File: src/rtl/ifetch_ctrl.sv
// Instruction-fetch controller: owns the fetch PC, drives a 1-cycle-latency ROM and
// feeds decode through a 2-entry queue. Optional debug ROM read port: `IFETCH_DBG_EN`.
module ifetch_ctrl #(
    parameter int          AW       = 10,
    parameter logic [31:0] RESET_PC = 32'h0000_0000
) (
    input  logic          clk,
    input  logic          rst,
    output logic          rom_en,
    output logic [AW-1:0] rom_addr,
    input  logic [31:0]   rom_data,
    input  logic          redirect_valid,
    input  logic [31:0]   redirect_pc,
    output logic          inst_valid,
    input  logic          inst_ready,
    output logic [31:0]   inst,
    output logic [31:0]   inst_pc,
    input  logic          dbg_req,
    input  logic [AW-1:0] dbg_addr,
    output logic          dbg_ack,
    output logic [31:0]   dbg_data
);

    typedef enum logic [0:0] {
        ST_BOOT = 1'b0,
        ST_RUN  = 1'b1
    } state_e;

    localparam logic [31:0] RESET_PC_ALIGNED = {RESET_PC[31:2], 2'b00};

    state_e      state_q, state_d;
    logic [31:0] fetch_pc_q, fetch_pc_d;
    logic [31:0] tag_q, tag_d;
    logic        inflight_q, inflight_d;
    logic [1:0]  count_q, count_d;
    logic [31:0] q0_data_q, q0_data_d;
    logic [31:0] q0_pc_q, q0_pc_d;
    logic [31:0] q1_data_q, q1_data_d;
    logic [31:0] q1_pc_q, q1_pc_d;

    logic        pop_s;
    logic        push_s;
    logic        issue_s;
    logic        dbg_grant_s;
    logic [2:0]  credit_s;
    logic        unused_pc_bits_s;

    assign unused_pc_bits_s = ^redirect_pc[1:0];

    assign inst_valid = (count_q != 2'd0);
    assign inst       = q0_data_q;
    assign inst_pc    = q0_pc_q;

`ifdef IFETCH_DBG_EN
    logic dbg_ack_q, dbg_ack_d;

    // Debug read steals the ROM port from the fetch stream for one cycle.
    always_comb begin
        dbg_grant_s = 1'b0;
        if (!rst && (state_q == ST_RUN) && dbg_req && !dbg_ack_q && !redirect_valid) begin
            dbg_grant_s = 1'b1;
        end else begin
            dbg_grant_s = 1'b0;
        end
        dbg_ack_d = dbg_grant_s;
    end

    // Acknowledge lines up with the ROM data of the granted read.
    always_ff @(posedge clk) begin
        if (rst) begin
            dbg_ack_q <= 1'b0;
        end else begin
            dbg_ack_q <= dbg_ack_d;
        end
    end

    assign dbg_ack  = dbg_ack_q;
    assign dbg_data = dbg_ack_q ? rom_data : 32'h0000_0000;
`else
    logic unused_dbg_s;

    assign unused_dbg_s = dbg_req;
    assign dbg_grant_s  = 1'b0;
    assign dbg_ack      = 1'b0;
    assign dbg_data     = 32'h0000_0000;
`endif

    // BOOT is a single dead cycle after reset; RUN holds until the next reset.
    always_comb begin
        state_d = state_q;
        case (state_q)
            ST_BOOT: state_d = ST_RUN;
            ST_RUN:  state_d = ST_RUN;
            default: state_d = ST_BOOT;
        endcase
    end

    // Credit rule: buffered plus in-flight words, after this cycle's pop, stay below two.
    always_comb begin
        pop_s    = inst_valid & inst_ready;
        credit_s = {1'b0, count_q} + {2'b00, inflight_q} - {2'b00, pop_s};
        issue_s  = 1'b0;
        if (!rst && (state_q == ST_RUN) && !redirect_valid && !dbg_grant_s && (credit_s < 3'd2)) begin
            issue_s = 1'b1;
        end else begin
            issue_s = 1'b0;
        end
        push_s   = inflight_q & ~redirect_valid;
        rom_en   = issue_s | dbg_grant_s;
        rom_addr = dbg_grant_s ? dbg_addr : fetch_pc_q[AW+1:2];
    end

    // Fetch PC and the tag travelling with the outstanding ROM read.
    always_comb begin
        fetch_pc_d = fetch_pc_q;
        tag_d      = tag_q;
        inflight_d = issue_s;
        if (redirect_valid) begin
            fetch_pc_d = {redirect_pc[31:2], 2'b00};
        end else if (issue_s) begin
            fetch_pc_d = fetch_pc_q + 32'd4;
            tag_d      = fetch_pc_q;
        end else begin
            fetch_pc_d = fetch_pc_q;
        end
    end

    // Two-entry shift queue; entry 0 is always the head seen by decode.
    always_comb begin
        q0_data_d = q0_data_q;
        q0_pc_d   = q0_pc_q;
        q1_data_d = q1_data_q;
        q1_pc_d   = q1_pc_q;
        count_d   = count_q;
        if (redirect_valid) begin
            count_d = 2'd0;
        end else begin
            case ({push_s, pop_s})
                2'b01: begin
                    q0_data_d = q1_data_q;
                    q0_pc_d   = q1_pc_q;
                    count_d   = count_q - 2'd1;
                end
                2'b10: begin
                    if (count_q == 2'd0) begin
                        q0_data_d = rom_data;
                        q0_pc_d   = tag_q;
                    end else begin
                        q1_data_d = rom_data;
                        q1_pc_d   = tag_q;
                    end
                    count_d = count_q + 2'd1;
                end
                2'b11: begin
                    if (count_q == 2'd2) begin
                        q0_data_d = q1_data_q;
                        q0_pc_d   = q1_pc_q;
                        q1_data_d = rom_data;
                        q1_pc_d   = tag_q;
                    end else begin
                        q0_data_d = rom_data;
                        q0_pc_d   = tag_q;
                    end
                    count_d = count_q;
                end
                default: count_d = count_q;
            endcase
        end
    end

    // State registers; reset also drops any response still in flight.
    always_ff @(posedge clk) begin
        if (rst) begin
            state_q    <= ST_BOOT;
            fetch_pc_q <= RESET_PC_ALIGNED;
            tag_q      <= 32'h0000_0000;
            inflight_q <= 1'b0;
            count_q    <= 2'd0;
            q0_data_q  <= 32'h0000_0000;
            q0_pc_q    <= 32'h0000_0000;
            q1_data_q  <= 32'h0000_0000;
            q1_pc_q    <= 32'h0000_0000;
        end else begin
            state_q    <= state_d;
            fetch_pc_q <= fetch_pc_d;
            tag_q      <= tag_d;
            inflight_q <= inflight_d;
            count_q    <= count_d;
            q0_data_q  <= q0_data_d;
            q0_pc_q    <= q0_pc_d;
            q1_data_q  <= q1_data_d;
            q1_pc_q    <= q1_pc_d;
        end
    end

endmodule

File: config.mk
export PLATFORM = sky130hd
export DESIGN_NAME = ifetch_ctrl
export DESIGN_NICKNAME = d
export VERILOG_FILES = /design/src/rtl/ifetch_ctrl.sv
export SDC_FILE = /design/constraint.sdc
export NUM_CORES = 1
export LEC_CHECK = 0
export CORE_MARGIN = 2
export CORE_UTILIZATION = 54
export DETAILED_ROUTE_END_ITERATION = 8
export PLACE_DENSITY = 0.95
export SLEW_MARGIN = 20
export SYNTH_ARGS = -nofsm -noshare
export SYNTH_HDL_FRONTEND = slang
export SYNTH_SLANG_ARGS = --single-unit
File: constraint.sdc
create_clock -name clk -period 4.5 [get_ports clk]
set_input_delay 0.675 -clock clk [delete_from_list [all_inputs] [get_ports clk]]
set_output_delay 0.675 -clock clk [all_outputs]
set_load 0.01 [all_outputs]
==> impl_metrics.csv <==
group,metric,value,unit
clocking,clk_pin_slew_worst_paths,0.07,ns
global_route,grt_pass1_wl,33100,µm
timing,setup_viol,0,
global_route,grt_pass1_vias,6616,
clocking,cts_inserted_buffers,17,
job,maxCapViolCount,0,
yosys,synth_flop_cell,"dfxtp_1",
layout,num-fill-cells,1115,
timing,layout_min_cycle_time,3.98,ns
floorplan,chipWidth,126,µm
place,dpl.hpwl,12800,µm
route,drt_iter0_drc,712,
power,internal_power,0.00282,W
power,peakVddDrop,0.283,mV
yosys,synth_cell_types,52,
power,power.density,373,mW/mm²
yosys,seq_area_frac_synth,47.0,%
place,place.gp.congestion,0.859,
global_route,grt_overflow_total,0,
clocking,clockBufferDepth,2,
place,portBuffers,139,
timing,fmaxAchievable,251,MHz
layout,regArea,0.00376,mm²
route,dr.pass1.iters,5,
layout,area_growth,23.4,%
power,p_seq_share,48.1,%
route,via_per_inst,5.79,
clocking,clock_latency,0.43,ns
floorplan,core,0.0145,mm²
worst_setup_path,startpoint_type,"register",
clocking,clock_sinks,188,
floorplan,dieArea,0.0158,mm²
clocking,holdBufCountCts,0,
outcome,outcome,"finished clean",
layout,drive_gt1_share,5.81,%
route,drc,0,
clocking,cts_resized,0,
layout,utilization,68.0,%
timing,tightest_slew,0.987,ns
yosys,synthCells,990,
worst_setup_path,end_kind,"primary output",
clocking,cts-htree-levels,4,
worst_setup_path,r2r_slack,0.93,ns
layout,n_antenna_cell,0,
worst_setup_path,worst_ep_arrival_time,3.30,ns
global_route,antenna_found_initial,0,
yosys,synth_edf_count,0,
yosys,yosys_register_bits,188,
power,switching_share,23.4,%
route,antenna_left,0,
power,p_sw,0.000863,W
timing,period_share,88.4,%
worst_setup_path,crit_required,3.83,ns
timing,drv_slew,0,
timing,fin_skew,0.0110,ns
worst_hold_path,hold_path_class,"reg2reg",
worst_setup_path,crit_type,"reg2out",
floorplan,boundaryPins,188,
yosys,avgSynthCellArea,8.09,µm²
route,wl_per_cell,16.0,µm
layout,multi_input_area,0.00373,mm²
route,dr_total_vias,7351,
clocking,clock_tree.root_cell,"clkbuf_16",
global_route,grt_start_max_net_pins,76,
yosys,ys_warn_count,0,
power,power.leakage,3.64,nW
timing,tns,0,ns
floorplan,row_count,44,
floorplan,die_h,126,µm
timing,hold_violations,0,
clocking,cts_setup_buffers,0,
power,clockPowerShare,42.1,%
yosys,syn_area,0.00801,mm²
global_route,globalRouteTotalUtil,25.1,%
route,drt_wl_total,20300,µm
power,comb_power_share,9.7,%
worst_setup_path,cp_max_fo,5,
floorplan,start_util,55.1,%
timing,slew-limit-headroom,34.1,%
layout,nNetsFinal,1157,
yosys,async_flop_share,0,%
timing,rsz0062_at_grt,"false",
clocking,cts_tree,"yes",
==> critical path, stage by stage (launching register included) <==
cell	delay [ns]
dfxtp_1	0.39
nor2_1	0.18
inv_1	0.10
nand2_1	0.21
inv_1	0.10
ha_1	0.28
nand2b_1	0.15
fa_1	0.49
and4bb_2	0.26
nand2_2	0.07
clkinv_2	0.09
clkdlybuf4s50_1	0.54
==> kinds of logic after synthesis <==
| kind of cell | after synthesis | share of synthesized area (%) |
|---|---|---|
| AOI/OAI and AO/OA | 286 | 22.0 |
| xor gates and xnor gates | 10 | 1.09 |
| adders and majority gates | 5 | 0.875 |
| buffers and inverters | 133 | 8.58 |
| DFF | 188 | 47.0 |
| muxes | 4 | 0.516 |
| other | 1 | 0.0468 |
| and+or+nand+nor | 363 | 19.9 |
==> registers in the layout (all words and copies together) (netlist names) <==
signal      cells
q1_data_q      32
inst           32
inflight_q      1
fetch_pc_q     30
state_q         1
q1_pc_q        30
inst_pc        30
count_q         2
tag_q          30
==> cells in the mapped netlist (2+ instances only) <==
cell type | instances | area [µm²]
a2bb2oi_1 | 2 | 17.5
buf_4 | 45 | 338
and2_1 | 8 | 50.1
buf_2 | 14 | 70.1
dfxtp_1 | 188 | 3760
o22ai_1 | 6 | 37.5
ha_1 | 4 | 50.1
o211ai_1 | 7 | 52.6
o311ai_0 | 2 | 17.5
nor4_4 | 2 | 42.5
nand3_2 | 3 | 30.0
nor2b_1 | 4 | 25.0
nand4_1 | 8 | 50.1
a32oi_1 | 2 | 17.5
nand2b_1 | 2 | 12.5
xnor2_1 | 2 | 17.5
a31oi_1 | 14 | 87.6
a221oi_1 | 64 | 561
inv_1 | 11 | 41.3
a22oi_1 | 2 | 15.0
o21ai_0 | 73 | 365
nand2_1 | 213 | 800
and3_1 | 5 | 31.3
buf_1 | 2 | 7.51
nand3_1 | 14 | 70.1
mux2i_1 | 3 | 30.0
or3_1 | 4 | 25.0
xor2_1 | 8 | 70.1
clkbuf_1 | 59 | 221
a21o_1 | 3 | 22.5
a21oi_1 | 107 | 536
nor2_1 | 82 | 308
or2_2 | 2 | 12.5
nor3_1 | 7 | 35.0
==> power groups by stage <==
| stage | registers, W | logic, W | clock network (W) |
|---|---|---|---|
| CTS | 0.00177 | 0.000357 | 0.00156 |
| global placement | 0.00180 | 0.000346 | 0 |
| finish | 0.00177 | 0.000359 | 0.00155 |
| floorplan | 0.00181 | 0.000201 | 0 |
| detailed placement | 0.00181 | 0.000354 | 0 |
| global route | 0.00178 | 0.000391 | 0.00163 |
==> cells in the final DEF, fill, tap and decap left out, types with 11 or more instances in the layout <==
| cell type | instances |
|---|---|
| inv_1 | 11 |
| a31oi_1 | 14 |
| nor2_1 | 82 |
| clkdlybuf4s50_1 | 138 |
| buf_4 | 11 |
| nand2_1 | 212 |
| dfxtp_1 | 188 |
| o21ai_0 | 73 |
| a21oi_1 | 106 |
| a221oi_1 | 64 |
| nand3_1 | 14 |
| conb_1 | 35 |
| clkbuf_16 | 17 |
==> final timing paths <==
| kind | from | end | cells past startpoint |
|---|---|---|---|
| worst min-delay path | q1_pc_q[18]$_SDFFE_PP0P_ | q1_pc_q[18]$_SDFFE_PP0P_ | 2 |
| worst max-delay path | count_q[1]$_SDFFE_PP0P_ | rom_en | 11 |
| worst min register to register | q1_pc_q[18]$_SDFFE_PP0P_ | q1_pc_q[18]$_SDFFE_PP0P_ | 2 |
| worst max register to register | count_q[1]$_SDFFE_PP0P_ | fetch_pc_q[17]$_SDFFE_PP0P_ | 14 |
==> cell type report <==
cell class / count / share of cell area (%)
Clock buffer: 22 / 4.90
Clock inverter: 9 / 1.38
Inverter: 13 / 0.507
Multi-Input combinational cell: 703 / 37.8
Sequential cell: 188 / 38.1
Tap cell: 184 / 2.33
Timing Repair Buffer: 150 / 15.0
==> metal layers <==
layer,global-route usage (%),wire [µm]
met1,33.8,8600
met2,41.1,9890
met3,4.89,1540
met4,7.95,238
met5,0,0
==> stage by stage <==
stage	instances	instance area [µm²]	power (W)	hold slack [ns]	setup slack, ns
3_3_place_gp	1238	9250	0.00215	0.441	0.643
3_5_place_dp	1238	9250	0.00216	0.446	0.608
2_1_floorplan	1024	8140	0.00201	0.436	1.30
5_1_grt	1269	9880	0.00381	0.467	0.345
6_report	1269	9880	0.00369	0.456	0.523
4_1_cts	1269	9870	0.00369	0.455	0.553
(Power assumes the default switching activity.)
